### src/rtl/maxpool_scheduler_pkg.sv
// maxpool_scheduler_pkg: shared encodings and layer geometry for the 2x2 max-pool scheduler
package maxpool_scheduler_pkg;
  localparam logic MODE_L1 = 1'b0;
  localparam logic MODE_L2 = 1'b1;
  localparam int MAP_W_L1 = 24;
  localparam int MAP_W_L2 = 8;
  localparam int POOL_W_L1 = 12;
  localparam int POOL_W_L2 = 4;
  localparam int WIN_L1 = 144;
  localparam int WIN_L2 = 16;
  typedef enum logic [2:0] {IDLE, READ, WAIT, WRITE, DONE} state_t;
endpackage

### src/rtl/maxpool_scheduler_pool_addr_gen.sv
// pool_addr_gen: window row/col/base/out counters, read-offset mux and last-window flag
module pool_addr_gen
  import maxpool_scheduler_pkg::*;
#(
  parameter int ADDR_BIT = 10,
  parameter int DST_BASE = 0
) (
  input  logic                clk,
  input  logic                rst,
  input  logic                clear,
  input  logic                advance,
  input  logic                mode,
  input  logic [1:0]          k,
  output logic [ADDR_BIT-1:0] src_addr,
  output logic [ADDR_BIT-1:0] dst_addr,
  output logic                last
);
  logic [3:0] row, col;
  logic [ADDR_BIT-1:0] base, out_cnt, w;
  logic col_last, row_last;
  assign w = mode ? ADDR_BIT'(MAP_W_L2) : ADDR_BIT'(MAP_W_L1);
  assign col_last = col == (mode ? 4'(POOL_W_L2 - 1) : 4'(POOL_W_L1 - 1));
  assign row_last = row == (mode ? 4'(POOL_W_L2 - 1) : 4'(POOL_W_L1 - 1));
  assign last = col_last && row_last;
  assign src_addr = base + (k[1] ? w : '0) + ADDR_BIT'(k[0]);
  assign dst_addr = ADDR_BIT'(DST_BASE) + out_cnt;
  always_ff @(posedge clk) begin
    if (rst || clear) begin
      row <= '0;
      col <= '0;
      base <= '0;
      out_cnt <= '0;
    end else if (advance) begin
      out_cnt <= out_cnt + ADDR_BIT'(1);
      col <= col_last ? 4'd0 : col + 4'd1;
      row <= col_last ? row + 4'd1 : row;
      base <= base + (col_last ? w + ADDR_BIT'(2) : ADDR_BIT'(2));
    end
  end
endmodule

### src/rtl/maxpool_scheduler.sv
// maxpool_scheduler: FSM sequencing 2x2/stride-2 max-pool reads, datapath strobes and pooled writes
module maxpool_scheduler
  import maxpool_scheduler_pkg::*;
#(
  parameter int ADDR_BIT = 10,
  parameter int DST_BASE = 0
) (
  input  logic                clk,
  input  logic                rst,
  input  logic                start,
  input  logic                mode,
  output logic [ADDR_BIT-1:0] src_addr,
  output logic                src_re,
  output logic                pool_clr,
  output logic                pool_en,
  output logic [ADDR_BIT-1:0] dst_addr,
  output logic                dst_we,
  output logic                busy,
  output logic                done
);
  state_t state, state_n;
  logic [1:0] k;
  logic mode_q, pool_en_q, pool_clr_q, clear, last;
  logic [ADDR_BIT-1:0] gen_src, gen_dst;
  pool_addr_gen #(.ADDR_BIT(ADDR_BIT), .DST_BASE(DST_BASE)) u_gen (
    .clk(clk),
    .rst(rst),
    .clear(clear),
    .advance(dst_we),
    .mode(mode_q),
    .k(k),
    .src_addr(gen_src),
    .dst_addr(gen_dst),
    .last(last)
  );
  always_ff @(posedge clk) begin
    if (rst) begin
      state <= IDLE;
      k <= 2'd0;
      mode_q <= MODE_L1;
      pool_en_q <= 1'b0;
      pool_clr_q <= 1'b0;
    end else begin
      state <= state_n;
      k <= state == READ ? k + 2'd1 : 2'd0;
      mode_q <= clear ? mode : mode_q;
      pool_en_q <= src_re;
      pool_clr_q <= state == READ && k == 2'd0;
    end
  end
  always_comb begin
    state_n = state;
    case (state)
      IDLE:    state_n = start ? READ : IDLE;
      READ:    state_n = k == 2'd3 ? WAIT : READ;
      WAIT:    state_n = WRITE;
      WRITE:   state_n = last ? DONE : READ;
      default: state_n = IDLE;
    endcase
  end
  assign clear = state == IDLE && start;
  assign src_re = state == READ;
  assign dst_we = state == WRITE;
  assign done = state == DONE;
  assign busy = state != IDLE;
  assign src_addr = src_re ? gen_src : '0;
  assign dst_addr = dst_we ? gen_dst : '0;
  assign pool_en = pool_en_q;
  assign pool_clr = pool_clr_q;
endmodule

### config.mk
export PLATFORM = sky130hd
export DESIGN_NAME = maxpool_scheduler
export DESIGN_NICKNAME = d
export VERILOG_FILES = /design/src/rtl/maxpool_scheduler_pkg.sv /design/src/rtl/maxpool_scheduler_pool_addr_gen.sv /design/src/rtl/maxpool_scheduler.sv
export SDC_FILE = /design/constraint.sdc
export NUM_CORES = 1
export LEC_CHECK = 0
export CAP_MARGIN = 5
export CELL_PAD_IN_SITES_DETAIL_PLACEMENT = 2
export CELL_PAD_IN_SITES_GLOBAL_PLACEMENT = 2
export CORE_MARGIN = 2
export CORE_UTILIZATION = 28
export DETAILED_ROUTE_END_ITERATION = 7
export GPL_TIMING_DRIVEN = 0
export PLACE_DENSITY = 0.85
export SLEW_MARGIN = 20
export SYNTH_ARGS = -nofsm -noshare
export SYNTH_HDL_FRONTEND = slang
export SYNTH_SLANG_ARGS = --single-unit
### constraint.sdc
create_clock -name clk -period 1.75 [get_ports clk]
set_input_delay 0.2625 -clock clk [delete_from_list [all_inputs] [get_ports clk]]
set_output_delay 0.2625 -clock clk [all_outputs]
set_load 0.01 [all_outputs]
# Yosys cells after proc, flatten, opt, wreduce, memory -nomap -nowiden
# Index checks and enable logic that the tools add are counted.
totals:
  ff_bits: 36
  input_bits: 4
  output_inout_bits: 26
classes:
  reduce_logical: 9
  n_mux: 11
  eq_ne: 7
  bitwise: 1
  add_sub_neg: 8
ops:
  columns: ["op", "count"]
  rows:
  - ["$mux 10", 4]
  - ["$add 10x10->10", 2]
  - ["$pmux 3 s4", 1]
  - ["$add 10x1->10", 1]
  - ["$add 10x1->10 const B", 1]
  - ["$add 10x2->10 const B", 1]
  - ["$add 4x1->4 const B", 2]
  - ["$eq 4x4->1", 2]
  - ["$mux 4", 2]
  - ["$eq 3x2->1 const B", 2]
  - ["$mux 5", 1]
  - ["$eq 3x1->1 const B", 1]
  - ["$eq 3x3->1 const B", 1]
  - ["$logic_and 1x1->1", 3]
  - ["$logic_not 3->1", 1]
  - ["$mux 3", 1]
  - ["$reduce_bool 3->1", 1]
  - ["$add 2x1->2 const B", 1]
  - ["$eq 2x2->1 const B", 1]
  - ["$logic_not 2->1", 1]
  - ["$mux 2", 1]
  - ["$reduce_and 2->1", 1]
  - ["$reduce_or 2->1", 1]
  - ["$logic_or 1x1->1", 1]
  - ["other kinds (2)", 2]

# Logic depth before layout (Yosys ltp)
logic_depth:
  word_depth: 5
  mapped_depth: 9
  ltp_nobuf: 9

# By module
# Synthesis repeated with hierarchy kept, for this count alone.
hier_totals:
  hier_cells: 232
  area_unflattened_um2: 1983.2
by_module_without_submodules:
  columns: ["module", "seq_area_each_um2", "n_inst", "area_each_um2", "cells_each"]
  rows:
  - ["pool_addr_gen", 540.5, 1, 1490.2, 173]
  - ["maxpool_scheduler", 160.2, 1, 493.0, 59]

# Least setup slack after synthesis
# Ideal clock, no wire load.
synth_timing:
  kind: "reg2reg"
  startpoint: "register u_gen.col[0]"
  endpoint: "register u_gen.base[9]"
  n_path_buf: 0
  path_stages_with_launch: 10
  period_less_slack_ns: 1.910
  t_arrival_ns: 1.783
  slack_ns: -0.160
  cell_sequence: "dfxtp_1 -> ha_1 -> and2b_1 -> nand2_1 -> nor2_1 -> ha_1 -> o2111ai_1 -> a211oi_1 -> xnor2_1 -> nor2_1"
synth_via:
  elab_chain_cells: 3
synth_rtl:
  columns: ["element", "line_no", "source"]
  rows:
  - ["from (decl)", "maxpool_scheduler_pool_addr_gen.sv:18", "logic [3:0] row, col;"]
  - ["from (signal assigned)", "maxpool_scheduler_pool_addr_gen.sv:35", "col <= col_last ? 4'd0 : col + 4'd1;"]
  - ["$eq 4x4->1", "maxpool_scheduler_pool_addr_gen.sv:22", "assign col_last = col == (mode ? 4'(POOL_W_L2 - 1) : 4'(POOL_W_L1 - 1));"]
  - ["$mux 10", "maxpool_scheduler_pool_addr_gen.sv:37", "base <= base + (col_last ? w + ADDR_BIT'(2) : ADDR_BIT'(2));"]
  - ["$add 10x10->10", "maxpool_scheduler_pool_addr_gen.sv:37", null]
  - ["to (signal assigned)", "maxpool_scheduler_pool_addr_gen.sv:37", null]
  - ["to (decl)", "maxpool_scheduler_pool_addr_gen.sv:19", "logic [ADDR_BIT-1:0] base, out_cnt, w;"]
# No other way between the ends.
# A chain may end at the register's enable or synchronous reset.

# Worst setup path in the final report
layout_timing:
  startpoint: "register k[1]"
  endpoint: "output src_addr[9]"
layout_via:
  elab_chain_cells: 4
layout_rtl:
  columns: ["element", "line_no", "source"]
  rows:
  - ["from (decl)", "maxpool_scheduler.sv:22", "logic [1:0] k;"]
  - ["from (signal assigned)", "maxpool_scheduler.sv:45", "k <= state == READ ? k + 2'd1 : 2'd0;"]
  - ["$mux 10", "maxpool_scheduler_pool_addr_gen.sv:25", "assign src_addr = base + (k[1] ? w : '0) + ADDR_BIT'(k[0]);"]
  - ["$add 10x10->10", "maxpool_scheduler_pool_addr_gen.sv:25", null]
  - ["$add 10x1->10", "maxpool_scheduler_pool_addr_gen.sv:25", null]
  - ["$mux 10", "maxpool_scheduler.sv:66", "assign src_addr = src_re ? gen_src : '0;"]
  - ["to (decl)", "maxpool_scheduler.sv:12", "output logic [ADDR_BIT-1:0] src_addr,"]
# No other way between the ends.

==> qor.yml <==
clk_pin_slew_ns: 0.08
dieArea_sq_um: 7310
first_global_vias: 2020
worstPathMaxFanout: 4
rr_endpoint: "u_gen.base[7]$_SDFFE_PP0N_"
die_w_um: 85.5
yosysTopAreaCell: "dfxtp_1"
via_count: 1896
r2r_slack_ns: -0.31
ys_ff_latch: 35
rsz0062_at_grt: "true"
multiInputGateArea_sq_um: 1330
slew_viol_final: 0
min_path_cells: 2
min-delay-start: "rst"
antenna_cells: 0
setup-tns-final_ns: -2.96
cap_violations: 0
grt_max_degree: 12
power_density_nw_per_um2: 602
drt_iter0_drc: 51
synth_nets: 237
synthTopCellsByCount: "dfxtp_1, nor2_1, nand2_1, a21oi_1"
htree_levels: 2
startpoint_type: "register"
layout_setup_ws_ns: -0.454
netlist.area_leader.share_pct: 37.7
drive_gt1_share_pct: 39.9
post-route-min-period_ns: 2.20
final_cells: 365
rr_worst_depth: 9
io_pins: 30
violations: "negative setup slack"
finalSetupViolCount: 14
cts_buffers: 5
grt_antenna_before_repair: 0
wl_mm: 7.42
fmax_mhz: 454
die_h_um: 85.5
synthesis.area_sq_um: 1860
slew_headroom_pct: 76.2
status: "finished, violations left"
dr.pass1.iters: 4
root_buffer: "clkbuf_8"
worst_slew_pin_slew_ns: 0.355
final_antenna_net_count: 0
synth.area.top_cells: "dfxtp_1, ha_1, xor2_1, xnor2_1, nor2_1"
grt_pass1_wl_mm: 10.5
viasPerCell: 5.19
synthToLayoutAreaGrowth_pct: 52.2
gp_congestion: 0.751
cp_data_required_time_ns: 1.49
core_sq_um: 6390
power.leakage_nw: 1.15
hold_buffers: 0
cts_tree: "built"
overflow: 0
cts.sinks: 35
synth_edf_count: 0
final_cell_area_sq_um: 2830
drc: 0
place_inst: 328
r2r_start: "u_gen.col[0]$_SDFFE_PP0N_"
cp.arrival_ns: 1.94
port_buffers: 28
synth.distinct_cells: 40
clk_latency_ns: 0.29
dp_hpwl_mm: 3.70
yosysSeqAreaShare_pct: 37.7
final_net_count: 301
hp-class: "in -> reg"
ir_worst_vdd_mv: 0.367
synth_area_per_cell_sq_um: 8.34
finalHoldViolCount: 0
synth_warnings: 0
post_dp_cell_area_sq_um: 2300
grt_usage_pct: 18.4
wl_per_cell_um: 20.3
fin_worst_skew_ns: 0.0113
fill_cells: 702
crit_type: "reg -> out"
async_reset_ff_share_pct: 0
synthCells: 223
end_kind: "output port"
cts_max_path_buffers: 2
rows: 29
synthFlopType: "dfxtp_1"
yosysMostFrequentCell: "dfxtp_1"
seq_area_sq_um: 733
start_util_pct: 29.1
min_to: "mode_q$_SDFFE_PP0P_"
fin_crit_sh_pct: 126
## flip-flops by register name, indices dropped and copies added (netlist names)
register	cells
k	2
state	3
u_gen.col	4
u_gen.out_cnt	10
pool_clr	1
u_gen.base	9
u_gen.row	4
mode_q	1
pool_en	1
## layer usage
layer	vias up	global-route usage, %	part of all wire, %
met5	-	0	0
met4	0	4.91	1.6
met3	12	3.18	2.7
met2	41	36.9	55
met1	960	19.4	40
li1	883	-	-
## cell type report
| type | instances | share of cell area, % |
|---|---|---|
| clock inverters | 2 | 1.24 |
| inverters | 10 | 1.33 |
| clock buffers | 6 | 2.92 |
| flip-flops and latches | 35 | 25.9 |
| plain buffers | 7 | 2.08 |
| multi-input cells | 168 | 46.9 |
| well taps | 77 | 3.40 |
| repair buffers | 60 | 16.2 |
## power by group
group / total [mW] / internal (mW) / switching [mW]
clock: 0.786 / 0.462 / 0.325
combinational: 0.118 / 0.0499 / 0.0681
sequential: 0.800 / 0.793 / 0.00617
## layout by cell type (no fill, tap or decap), types with 2 or more instances in the layout
cell             Yosys  final
dlygate4sd2_1        0      6
nor3_1               6      4
nand2_4              0      2
dfxtp_1             35     25
clkdlybuf4s50_1      0      4
nand2_1             22     20
buf_2                1     15
clkbuf_2             0      2
and2_1              12      9
a211oi_2             0      2
buf_6                3      8
dfxtp_2              0      2
dfxtp_4              0      8
or3_4                0      2
and3_1               5      5
xnor2_1             11     10
nor3_4               0      2
a31oi_4              0      2
ha_4                 0      4
and2_4               0      3
inv_2                0      2
nand3_1             10      8
nor2_4               0      2
buf_4                2     28
o21ai_0              7      6
a21oi_2              0      5
ha_1                 9      5
nand4_1              2      2
clkbuf_8             0      6
nor2_1              25     23
inv_1               10      8
or3_1                4      2
a21oi_1             16     10
xor2_1              12     11
## how the worst max path moves through the flow
stage	from	end	slack, ns	cells after the start
final	k[1]$_SDFF_PP0_	src_addr[9]	-0.45	6
after global routing	k[1]$_SDFF_PP0_	src_addr[9]	-0.51	6
after floorplan	u_gen.col[0]$_SDFFE_PP0N_	u_gen.base[9]$_SDFFE_PP0N_	-0.11	9
after detailed placement	state[0]$_SDFF_PP0_	dst_addr[4]	-0.62	6
after CTS	mode_q$_SDFFE_PP0P_	src_addr[9]	-0.39	6
after global placement	state[0]$_SDFF_PP0_	dst_addr[1]	-0.58	6
## critical path, cell delays in order (launching register included)
cell     delay (ns)
dfxtp_4        0.39
ha_4           0.14
inv_2          0.04
fa_2           0.38
or3_4          0.40
a21oi_2        0.15
buf_2          0.16
## stage by stage
step / power [mW] / utilization (%) / worst slack, ns / hold slack [ns]
floorplan: 0.879 / - / -0.106 / 0.410
detailed placement: 0.919 / 36.1 / -0.622 / 0.481
global placement: 0.915 / 36.1 / -0.583 / 0.443
global route: 1.77 / 44.3 / -0.508 / 0.401
CTS: 1.71 / 40.8 / -0.395 / 0.356
finish: 1.70 / 44.3 / -0.454 / 0.341
## cells by family (layout without fill, tap and decap cells)
kind of cell	count (synthesis)	after routing	share of synthesized area, %
compound gates	35	35	11.3
flops	35	35	37.7
xor+xnor	23	23	10.8
mux	1	1	0.605
simple gates	99	99	26.8
fa+ha+maj	10	10	7.13
buf+inv	20	85	5.72
## timing repair
item,CTS,global route
hold endpoints to repair,0,0
pin swaps,9,20
setup buffers,13,19
gates resized for setup,114,35
endpoints found under the setup margin,47,31
cloned,0,0
No activity file was read; power rests on OpenSTA's default activity.
